--- src/rtl/peripheral_interrupt_controller_pkg.sv ---
// Shared constants and width helper for the peripheral interrupt controller.
package peripheral_interrupt_controller_pkg;

  localparam int unsigned BANK_WIDTH = 8;
  localparam int unsigned MAX_BANKS  = 4;

  // Bits needed to index n items, never less than one.
  function automatic int unsigned idx_width(input int unsigned n);
    int unsigned w;
    w = 1;
    while ((32'd1 << w) < n) begin
      w++;
    end
    return w;
  endfunction

endpackage

--- src/rtl/peripheral_interrupt_controller_priority_encoder.sv ---
// Fixed-priority encoder: lowest set request index wins.
module priority_encoder #(
  parameter int unsigned WIDTH = 8,
  parameter int unsigned IDX_W = 3
) (
  input  logic [WIDTH-1:0] req_i,
  output logic [IDX_W-1:0] idx_o,
  output logic             valid_o
);

  // Scan from the top so the lowest set bit is the last assignment.
  always_comb begin
    idx_o   = '0;
    valid_o = 1'b0;
    for (int i = WIDTH - 1; i >= 0; i--) begin
      if (req_i[i]) begin
        idx_o   = IDX_W'(i);
        valid_o = 1'b1;
      end
    end
  end

endmodule

--- src/rtl/peripheral_interrupt_controller.sv ---
// Banked PIR/PIE interrupt controller with sticky strobe flags, level flags,
// global enable and prioritised, acknowledgeable interrupt presentation.
module peripheral_interrupt_controller
  import peripheral_interrupt_controller_pkg::*;
#(
  parameter int unsigned                        NUM_BANKS   = 1,
  parameter logic [BANK_WIDTH*NUM_BANKS-1:0]    STROBE_MASK = {NUM_BANKS{8'b11001111}},
  parameter bit                                 ACK_CLEARS  = 1'b1,
  localparam int unsigned                       N           = BANK_WIDTH * NUM_BANKS,
  localparam int unsigned                       IDW         = idx_width(N),
  localparam int unsigned                       BSW         = idx_width(NUM_BANKS)
) (
  input  logic                  clk,
  input  logic                  rst,
  input  logic [N-1:0]          irq_strobes,
  input  logic [N-1:0]          irq_readonlys,
  input  logic [BSW-1:0]        bank_sel,
  input  logic                  pir_wr_en,
  input  logic                  pie_wr_en,
  input  logic [BANK_WIDTH-1:0] wr_data,
  input  logic                  rd_pie,
  output logic [BANK_WIDTH-1:0] rd_data,
  input  logic                  peie,
  input  logic                  ack,
  output logic                  irq_pending,
  output logic [IDW-1:0]        irq_id,
  output logic                  irq_any_flag
);

  logic [N-1:0]   flag_q, flag_d;
  logic [N-1:0]   pie_q, pie_d;
  logic [N-1:0]   ack_clr;
  logic [N-1:0]   active;
  logic           irq_pending_q, irq_pending_d;
  logic           irq_any_flag_q, irq_any_flag_d;
  logic [IDW-1:0] irq_id_q, irq_id_d;
  logic [IDW-1:0] enc_idx;
  logic           enc_valid;
  logic           bank_ok;

  assign bank_ok = 32'(bank_sel) < NUM_BANKS;

  // Flag and enable next state: write, then ack clear, then strobes win; level bits track inputs.
  always_comb begin
    flag_d  = flag_q;
    pie_d   = pie_q;
    ack_clr = '0;
    for (int unsigned b = 0; b < NUM_BANKS; b++) begin
      if (bank_ok && (bank_sel == BSW'(b))) begin
        if (pir_wr_en) flag_d[b*BANK_WIDTH +: BANK_WIDTH] = wr_data;
        if (pie_wr_en) pie_d[b*BANK_WIDTH +: BANK_WIDTH]  = wr_data;
      end
    end
    if (ACK_CLEARS && ack && irq_pending_q) begin
      for (int unsigned i = 0; i < N; i++) begin
        if (irq_id_q == IDW'(i)) ack_clr[i] = 1'b1;
      end
    end
    flag_d = flag_d & ~ack_clr;
    flag_d = ((flag_d | irq_strobes) & STROBE_MASK) | (irq_readonlys & ~STROBE_MASK);
  end

  // Combinational register read of the selected bank.
  always_comb begin
    rd_data = '0;
    for (int unsigned b = 0; b < NUM_BANKS; b++) begin
      if (bank_ok && (bank_sel == BSW'(b))) begin
        rd_data = rd_pie ? pie_q[b*BANK_WIDTH +: BANK_WIDTH]
                         : flag_q[b*BANK_WIDTH +: BANK_WIDTH];
      end
    end
  end

  assign active = flag_q & pie_q;

  priority_encoder #(
    .WIDTH (N),
    .IDX_W (IDW)
  ) u_prio (
    .req_i   (active),
    .idx_o   (enc_idx),
    .valid_o (enc_valid)
  );

  always_comb begin
    irq_any_flag_d = enc_valid;
    irq_pending_d  = enc_valid & peie;
    irq_id_d       = irq_pending_d ? enc_idx : '0;
  end

  always_ff @(posedge clk) begin
    if (rst) begin
      flag_q         <= '0;
      pie_q          <= '0;
      irq_pending_q  <= 1'b0;
      irq_any_flag_q <= 1'b0;
      irq_id_q       <= '0;
    end else begin
      flag_q         <= flag_d;
      pie_q          <= pie_d;
      irq_pending_q  <= irq_pending_d;
      irq_any_flag_q <= irq_any_flag_d;
      irq_id_q       <= irq_id_d;
    end
  end

  assign irq_pending  = irq_pending_q;
  assign irq_id       = irq_id_q;
  assign irq_any_flag = irq_any_flag_q;

endmodule

--- config.mk ---
export PLATFORM = sky130hd
export DESIGN_NAME = peripheral_interrupt_controller
export DESIGN_NICKNAME = d
export VERILOG_FILES = /design/src/rtl/peripheral_interrupt_controller_pkg.sv /design/src/rtl/peripheral_interrupt_controller_priority_encoder.sv /design/src/rtl/peripheral_interrupt_controller.sv
export SDC_FILE = /design/constraint.sdc
export NUM_CORES = 1
export LEC_CHECK = 0
export CORE_MARGIN = 4
export CORE_UTILIZATION = 30
export CTS_CLUSTER_DIAMETER = 150
export CTS_CLUSTER_SIZE = 25
export DETAILED_ROUTE_END_ITERATION = 6
export SYNTH_ARGS = -nofsm -noshare
export SYNTH_HDL_FRONTEND = slang
export SYNTH_SLANG_ARGS = --single-unit
--- constraint.sdc ---
create_clock -name clk -period 3 [get_ports clk]
set_input_delay 0.6 -clock clk [delete_from_list [all_inputs] [get_ports clk]]
set_output_delay 0.6 -clock clk [all_outputs]
set_load 0.02 [all_outputs]
# After elaboration in Yosys (flattened, before gate mapping)
# Index checks and enable logic that the tools add are counted.
# totals
wordCells	58
input_bits	32
register_bits	21
out_inout_bits	13
# op_classes
reduce_logical	7
n_bitwise	8
mux	28
n_lt_le_gt_ge	1
n_eq_ne	7
# ops
op	n
8-bit two-way mux	5
1-bit two-way mux	17
8-bit AND	2
3-bit equality test, second input constant	4
3-bit two-way mux	4
8-bit NOT	1
8-bit by 6-bit OR with 8-bit output	1
8-bit OR	1
3-bit by 2-bit equality test with 1-bit output, second input constant	2
6-bit OR reduction	1
2-bit two-way mux	2
4-bit OR reduction	1
3-bit by 1-bit equality test with 1-bit output, second input constant	1
3-bit logical NOT	1
3-bit OR reduction	1
1-bit logical AND	2
1-bit NOT	2
2-bit AND reduction	1
1-bit AND	1
1-bit less-than comparator, second input constant	1

# Depth between registers and ports, before layout
# depth
ltp_word	12
depth_mapped	6
ltp_nobuf	4

# Cells and area by module
# A second synthesis with hierarchy kept.
# hier_totals
cells_unflattened	118
hier_area_um2	1079.8
# by_module_without_submodules
module	n_inst	area_each_um2	cells_per_inst	seq_area_each_um2
peripheral_interrupt_controller	1	999.7	105	420.4
priority_encoder	1	80.1	13	0.0

# Worst setup path after synthesis
# No wires, ideal clock.
# synth_timing
path_type	input to output
start	input port rd_pie
end	output port rd_data[0]
arrival_ns	1.189
path_stages	3
path_buffers	1
path_slack_ns	1.211
required_time_ns	2.400
path_cell_list	buf_2 -> mux2i_1 -> nor2_1
# synth_via
elab_chain_len	2
# synth_rtl
item	line	source
from (decl)	peripheral_interrupt_controller.sv:21	input logic rd_pie,
8-bit two-way mux	peripheral_interrupt_controller.sv:68	rd_data = rd_pie ? pie_q[b*BANK_WIDTH +: BANK_WIDTH]
8-bit two-way mux	peripheral_interrupt_controller.sv:67	if (bank_ok && (bank_sel == BSW'(b))) begin
to (decl)	peripheral_interrupt_controller.sv:22	output logic [BANK_WIDTH-1:0] rd_data,
# Every way passes these cells.

# Worst setup path in the final report
# layout_timing
start	input port rd_pie
end	output port rd_data[4]
# Same word-level chain as after synthesis.

==> flow_summary_export.csv <==
group,metric,value,unit
run_status,outcome,"finished clean",
synthesis,yosysUniqueCellTypes,31,
global_route,grt_pass1_wl,4150,um
critical_path,timing.rr.end,"flag_q[6]$_SDFF_PP0_",
route,routed_wl,2580,um
flow_run,maxCapViolCount,0,
timing,min_period_over_period,0.890,
global_route,grt_usage,0.118,
timing,setup_viol,0,
cells_and_area,finalNetCount,181,
synthesis,synth.area.top_cells,"dfxtp_1, mux2i_1, nor2_1",
cts,clock_path_buffers,2,
global_route,gr-total-overflow,0,
timing,min_period,2.67,ns
cells_and_area,layout-drive-gt1-share,0.162,
floorplanning,fp.dieW,68.0,um
critical_path,cp_common_cell,"clkdlybuf4s50_1",
critical_path,crit_path_max_fanout,8,
cts,clkTransAtPathRegs,0.12,ns
cells_and_area,area_growth_syn_to_layout,38.7,%
synthesis,syn_nets,144,
floorplanning,io_pins,45,
timing,fmax,0.374,GHz
synthesis,synth_top_area_frac,0.389,
timing,worstMarginPinSlew,0.359,ns
synthesis,ys_seq_area_frac,0.389,
critical_path,r2r.worst_path.cells,4,
route,firstDrtPassIters,4,
critical_path,r2r_setup_slack,1.69,ns
timing,fin_skew,0.000691,ns
cts,cts_resized,0,
synthesis,synth_flop_cell,"dfxtp_1",
route,routed_via_density,4.82,
placement,portBuffers,36,
power_and_ir_drop,vdd_drop_max,0.220,mV
placement,dp_hpwl,2010,um
power_and_ir_drop,powerDensity,383,nW/um2
placement,placed_area,1470,um2
timing,final-max-slew-violation-count,0,
cts,clkSinkCount,21,
route,drc_errors,0,
critical_path,critPathKind,"input pin to primary output",
floorplanning,core,3420,um2
synthesis,async_flop_share,0,
timing,rsz0062_at_grt,"false",
worst_hold_path,hold_depth,2,
worst_hold_path,hold_path_end,"pie_q[5]$_SDFFE_PP0P_",
cts,cts_tree,"yes",
synthesis,post-synth-top-area-cell,"dfxtp_1",
timing,tns,0,ns
placement,place_congestion,0.789,
critical_path,cp_top_family,"buffers and inverters",
worst_hold_path,hp-class,"register to register",
timing,hold_viol,0,
critical_path,critPathLaunchType,"input pin",
floorplanning,die-area,4620,um2
critical_path,cp.arrival,2.07,ns
synthesis,ys_ff_latch,21,
cells_and_area,fin_area,1500,um2
cts,clock_latency,0.30,ns
route,drtAntennaViolNets,0,
synthesis,synth_cells,112,
route,wire_per_inst,13.3,um
route,vias,935,
cts,cts_setup_buffers,0,
floorplanning,start_util,0.316,
cts,ctsHoldBuffers,0,
synthesis,synth_edf_count,0,
power_and_ir_drop,p_leak,0.591,nW
critical_path,critPathCaptureType,"primary output",
global_route,grt_max_degree,18,
route,drtIter0Drc,20,
floorplanning,die_y,68.0,um
timing,slew_headroom,0.760,
critical_path,required,2.40,ns
critical_path,cpPeakStageDelay,0.62,ns
synthesis,yosysWarnings,0,
critical_path,cp_cell_sequence,"clkdlybuf4s50_1 -> buf_4 -> mux2i_1 -> nor2_1 -> clkdlybuf4s50_1",
critical_path,crit_buf_inv,3,
global_route,grt_pass1_vias,938,
synthesis,syn-cell-area,1080,um2
cts,cts_root_buf,"clkbuf_4",
global_route,antenna_found_initial,0,
floorplanning,std_cell_rows,21,
synthesis,avgSynthCellArea,9.64,um2
worst_hold_path,hold_start,"pie_q[5]$_SDFFE_PP0P_",
cts,numCtsBuffers,3,
critical_path,r2r_start,"irq_id[1]$_SDFF_PP0_",
cells_and_area,antenna_cells,0,
cts,cts_max_level,1,
critical_path,crit_path_top_delay_cell,"clkdlybuf4s50_1",
## worst max-delay path by stage
stage                 from         end  slack, ns  cells past startpoint
floorplan           rd_pie  rd_data[0]       1.21                      3
global placement    rd_pie  rd_data[1]       0.33                      5
detailed placement  rd_pie  rd_data[0]       0.31                      5
CTS                 rd_pie  rd_data[0]       0.31                      5
global route        rd_pie  rd_data[4]       0.23                      5
finish              rd_pie  rd_data[4]       0.33                      5
## Yosys cell counts (2+ instances only)
master	count
nand2_1	9
mux2i_1	16
nor2b_1	2
dfxtp_1	21
or3b_2	2
clkbuf_1	2
nand3_1	3
a22oi_2	3
mux2_4	5
buf_6	2
a21oi_1	6
nor2_1	21
a21oi_2	2
## state kept, by name, indices dropped and copies added (netlist names)
name          flops
pie_q             8
irq_id            3
irq_any_flag      1
flag_q            8
irq_pending       1
## cells by family after synthesis
kind of cell	synth area share
AND/OR/NAND/NOR	0.211
multiplexers	0.228
flip-flops	0.389
AO/OA/AOI/OAI	0.129
buffers and inverters	0.0429
## worst register-to-register path: cells and delay by family, from the launching register on
family           cells  cell delay [ns]
flip-flops           1             0.39
AND/OR/NAND/NOR      3             0.68
AO/OA/AOI/OAI        1             0.16
## layout by cell type (no fill, tap or decap), types with 2 or more instances in the layout
cell type	netlist	final
clkdlybuf4s50_1	0	36
nor2_1	21	21
dfxtp_1	21	21
mux2i_1	16	16
nand2_1	9	9
a21oi_1	6	6
mux2_4	5	5
nand3_1	3	3
a22oi_2	3	3
clkbuf_4	0	3
a21oi_2	2	2
or3b_2	2	2
nor2b_1	2	2
buf_4	1	2
## metal layers
metal	vias to the layer above	share of wire	wire length, um	GRT usage
met5	-	0	0	0
met4	0	0.010	27	0.0298
met1	435	0.47	1210	0.156
met3	4	0.057	147	0.0230
li1	467	-	-	-
met2	29	0.46	1190	0.195
## through the flow
step	worst slack (ns)	total power [mW]	hold WS [ns]	std cells	util
2_1_floorplan	1.21	0.385	0.505	112	-
3_3_place_gp	0.334	0.439	0.535	190	0.430
3_5_place_dp	0.311	0.442	0.553	190	0.430
4_1_cts	0.308	0.580	0.571	194	0.438
5_1_grt	0.229	0.603	0.615	194	0.438
6_report	0.329	0.574	0.569	194	0.438
## power breakdown
part	total [mW]	switching, mW	internal (mW)
sequential	0.310	0.0164	0.294
combinational	0.124	0.0496	0.0743
clock	0.139	0.0896	0.0497
## final cells by class
cell class                 instances  area (um2)
fill                             348        1920
multi-input combinational         84         613
sequential                        21         420
timing repair buffer              38         375
tap                               46        57.6
clock buffer                       3        22.5
clock inverter                     1        5.00
inverter                           1        3.75
Note: power is estimated with default switching activity, not from simulation.
==> edit 1, RTL diff (same flow settings) <==
The parameter `NUM_BANKS` goes from 1 to 2.
--- a/src/rtl/peripheral_interrupt_controller.sv
+++ b/src/rtl/peripheral_interrupt_controller.sv
@@ -3,7 +3,7 @@
 module peripheral_interrupt_controller
   import peripheral_interrupt_controller_pkg::*;
 #(
-  parameter int unsigned                        NUM_BANKS   = 1,
+  parameter int unsigned                        NUM_BANKS   = 2,
   parameter logic [BANK_WIDTH*NUM_BANKS-1:0]    STROBE_MASK = {NUM_BANKS{8'b11001111}},
   parameter bit                                 ACK_CLEARS  = 1'b1,
   localparam int unsigned                       N           = BANK_WIDTH * NUM_BANKS,
Ports: changed (resized irq_id, irq_readonlys and irq_strobes); port bits go from 45 to 62. No check against the original RTL was run, so the function may have changed too.
==> edit 1 against the unedited design <==
  * Utilization fell by 1.1 points
  * Critical path depth decreased by 1
  * Setup slack worse by 270 ps
  * Wire length grew 100%
  * Register-to-register slack got worse by 100 ps
  * Synthesized area rose by 76%
  * Total power rose by 110%
  * Highest routed layer unchanged
  * Final area up 72%
  * Sequential cell count up 17
==> edit 1: results (changes against the unedited design) <==
[run_status] run status finished clean [unchanged]
[power] Lkg Pwr 1.023 nW [was 0.5907 nW]
[yosys] average cell area after synthesis 9.296 um2 [was 9.641 um2]
[worst_setup_path] endpoint arrival time on the critical path 2340 ps [was 2070 ps]
[worst_setup_path] critical path peak fanout 16 [was 8]
[routing] iteration-0 DRC count of the detailed router 139 [was 20]
[yosys] synth unique cells 39 [was 31]
[sta] worst clock skew on the final layout 5.415 ps [was 0.6911 ps]
[global_routing] GR Layer Usage met3 3.857% [was 2.299%]
[global_routing] routing usage on met1 19.08% [was 15.64%]
[placement] Placement Setup Slack -11.54 ps [was 310.9 ps]
[power] net switching share of the total power 25.68% [was 27.12%]
[sta] Max transition margin 59.41% [was 76.00%]
[power] peak supply drop 0.2541 mV [was 0.2197 mV]
[yosys] Synth Net Count 253 [was 144]
[layout] area used by sequential logic in the layout 760.7 um2 [was 420.4 um2]
[layout] fin cells 329 [was 194]
[placement] Buffers on Ports 45 [was 36]
[layout] filler cell count in the final layout 608 [was 348]
[layout] layout cell share with drive strength beyond 1 13.39% [was 16.22%]
[placement] placed wire-length estimate after detailed placement 3.921 mm [was 2.014 mm]
[routing] final wirelength 5.190 mm [was 2.579 mm]
[global_routing] overall routing resource usage 14.29% [was 11.79%]
[yosys] most frequent cells after synthesis dfxtp_1, nand2_1, a21oi_1 [was dfxtp_1, nor2_1, mux2i_1]
[clocking] post-cts repair resize count 1 [was 0]
[yosys] part of the Yosys area used for sequential elements 39.92% [was 38.93%]
[layout] nets 301 [was 181]
[global_routing] maximum number of pins on one net before global-route repair 34 [was 18]
[yosys] biggest area contributors in the synthesized netlist dfxtp_1, mux4_2, mux2_2 [was dfxtp_1, mux2i_1, nor2_1]
[global_routing] vias in the first global route 1635 [was 938]
[routing] DR DRC count 0 [unchanged]
[clocking] depth of the CTS H-tree 2 [was 1]
[routing] total via count in the routed design 1703 [was 935]
[placement] routability congestion estimate from global placement 0.9095 [was 0.7889]
[global_routing] global-route wire length before repair 8.293 mm [was 4.153 mm]
[placement] placed inst area 2461 um2 [was 1470 um2]
[placement] dpl cells 321 [was 190]
[clocking] clock transition at the registers of the reported paths 70 ps [was 120 ps]
[clocking] CTS Buf Count 5 [was 3]
[routing] number of iterations in the first detailed-routing pass 5 [was 4]
[layout] # diodes 0 [unchanged]
[clocking] CTS root buffer clkbuf_8 [was clkbuf_4]
[edit 1: cell count changes after synthesis, moves of 4 or more]
cell,unedited run,this run
nand2_1,9,21
nand3_1,3,13
dfxtp_1,21,38
a21oi_1,6,20
mux2_2,1,9
mux2i_1,16,8
mux2_4,5,0
nor2_1,21,17
inv_1,1,7
nand2b_1,0,11
a22oi_1,1,7
mux4_2,0,7
[edit 1: area by class of cell]
type	instances	area share [%]
clock inverters	3	1.556
well taps	75	3.646
multi-input cells	150	41.18
inverters	7	1.021
repair buffers	51	20.37
clock buffers	5	2.674
flip-flops and latches	38	29.56
[edit 1: stage by stage]
step / power, mW / hold slack [ps]
floorplan: 0.7039 / 455.0
CTS: 1.241 / 487.7
finish: 1.226 / 485.8
detailed placement: 0.8165 / 476.0
global route: 1.288 / 519.5
global placement: 0.8134 / 470.4
[edit 1: worst paths after layout]
path,slack (ps),from,cells after the start,end
worst max-delay path,60,bank_sel,4,rd_data[4]
worst min-delay path,490,pie_q[14],2,pie_q[14]
worst max register to register,1590,flag_q[3],4,irq_any_flag
worst min register to register,490,pie_q[14],2,pie_q[14]
[edit 1: power by group through the flow]
| stage | sequential [mW] | combinational (mW) | clock [mW] |
|---|---|---|---|
| 2_1_floorplan | 0.575 | 0.129 | 0 |
| 3_3_place_gp | 0.578 | 0.235 | 0 |
| 3_5_place_dp | 0.579 | 0.237 | 0 |
| 4_1_cts | 0.567 | 0.238 | 0.436 |
| 5_1_grt | 0.572 | 0.256 | 0.460 |
| 6_report | 0.568 | 0.234 | 0.423 |
[edit 1: critical path: stages]
cell and delay [ps]:
clkdlybuf4s50_1 500, buf_12 170, mux4_2 510, clkdlybuf4s50_1 550
[edit 1: cell families (layout without fill, tap and decap cells)]
family	Yosys count	after routing	share of synthesized area, %
mux	25	25	19.17
buf+inv	17	66	4.465
compound gates	44	44	14.71
flops	38	38	39.92
simple gates	81	81	21.73
[edit 1: per-layer routing]
layer,up-vias,part of all wire [%]
met5,-,0
met3,5,8.9
met4,0,1.1
met1,798,44
met2,57,46
li1,843,-
==> edit 2, RTL diff (same settings) <==
Without the edit above. Remove the register `irq_any_flag_q`: a continuous assignment takes its place, so the output `irq_any_flag` follows one clock earlier.
--- a/src/rtl/peripheral_interrupt_controller.sv
+++ b/src/rtl/peripheral_interrupt_controller.sv
@@ -93,16 +93,16 @@
       flag_q         <= '0;
       pie_q          <= '0;
       irq_pending_q  <= 1'b0;
-      irq_any_flag_q <= 1'b0;
       irq_id_q       <= '0;
     end else begin
       flag_q         <= flag_d;
       pie_q          <= pie_d;
       irq_pending_q  <= irq_pending_d;
-      irq_any_flag_q <= irq_any_flag_d;
       irq_id_q       <= irq_id_d;
     end
   end
+
+  assign irq_any_flag_q = irq_any_flag_d;
 
   assign irq_pending  = irq_pending_q;
   assign irq_id       = irq_id_q;
Formal check against the unedited RTL: not equivalent (Yosys sat finds a counterexample within 4 cycles, from zero or initial values and one cycle with rst high).
==> edit 2 against the unedited design <==
  * Setup slack lost 20 ps
  * Register-to-register slack lost 40 ps
  * Sequential power shrank 5%
  * Sequential cell count shrank 1
  * Total power grew 1.0%
  * Final cell count shrank 1.0%
  * Final area shrank 1.4%
  * Combinational power grew 3%
  * Synthesized cell count shrank 1.8%
  * Non-clock buffer count is the same
  * Count of clock-buffer cells in the layout grew 1
  * Global-route usage grew 0.94 points
  * Wire length grew 3.3%
  * Synthesized area shrank 2.8%
==> edit 2: results (changes against the unedited design) <==
[run_status] run status finished clean [unchanged]
[clocking] clock transition at the registers of the reported paths 100 ps [was 120 ps]
[placement] placed inst area 1440 um2 [was 1470 um2]
[routing] average routed wire per standard cell 13.87 um [was 13.29 um]
[routing] per-cell via count in the routed design 4.797 [was 4.820]
[sta] worst clock skew on the final layout 8.460 ps [was 0.6911 ps]
[global_routing] overall routing resource usage 12.73% [was 11.79%]
[placement] dpl cells 188 [was 190]
[yosys] Synth Net Count 142 [was 144]
[sta] slew at the pin closest to its max-slew limit 413.3 ps [was 358.9 ps]
[routing] total via count in the routed design 921 [was 935]
[yosys] most frequent cells after synthesis nor2_1, dfxtp_1, mux2i_1 [was dfxtp_1, nor2_1, mux2i_1]
[routing] iteration-0 DRC count of the detailed router 30 [was 20]
[power] Lkg Pwr 0.5896 nW [was 0.5907 nW]
[placement] Placement Setup Slack 321.1 ps [was 310.9 ps]
[sta] Post-Route Hold Slack 552.6 ps [was 569.2 ps]
[yosys] synth unique cells 29 [was 31]
[worst_setup_path] launch instance of the worst register-to-register path irq_pending [was irq_id[1]]
[yosys] cell count after synthesis 110 [was 112]
[yosys] biggest area contributors in the synthesized netlist dfxtp_1, mux2i_1, nor2_1 [unchanged]
[min_path] hold path endpoint pie_q[2] [was pie_q[5]]
[min_path] startpoint of the tightest hold check path pie_q[2] [was pie_q[5]]
[placement] placed wire-length estimate after detailed placement 2.062 mm [was 2.014 mm]
[worst_setup_path] setup slack on the worst flop-to-flop path 1650 ps [was 1690 ps]
[global_routing] global-route wire length before repair 4.257 mm [was 4.153 mm]
[placement] routability congestion estimate from global placement 0.7730 [was 0.7889]
[global_routing] vias in the first global route 886 [was 938]
==> edit 2: power breakdown <==
part           internal [mW]  total (mW)  switching, mW
Sequential             0.280       0.295         0.0152
Combinational         0.0754       0.128         0.0525
Clock                 0.0741       0.157         0.0829
==> edit 2: cells by family after synthesis <==
family | after synthesis | share of synthesized area (%)
flip-flops | 20 | 38.14
AO/OA/AOI/OAI | 15 | 11.08
AND/OR/NAND/NOR | 46 | 22.88
buffers and inverters | 7 | 4.410
multiplexers | 22 | 23.48
==> edit 2: routing by layer <==
| layer | up-vias | track usage [%] | part of all wire [%] |
|---|---|---|---|
| met5 | - | 0 | 0 |
| met4 | 0 | 3.038 | 0.86 |
| met3 | 5 | 4.493 | 6.6 |
| met2 | 30 | 20.86 | 47 |
| met1 | 425 | 15.94 | 45 |
| li1 | 461 | - | - |
==> edit 2: cell type report <==
class                   count  area, um2
multi-input cells          83      603.1
repair buffers             38      375.4
flip-flops and latches     20      400.4
well taps                  46      57.56
inverters                   1      3.754
clock buffers               4      36.28
fillers                   345       1887
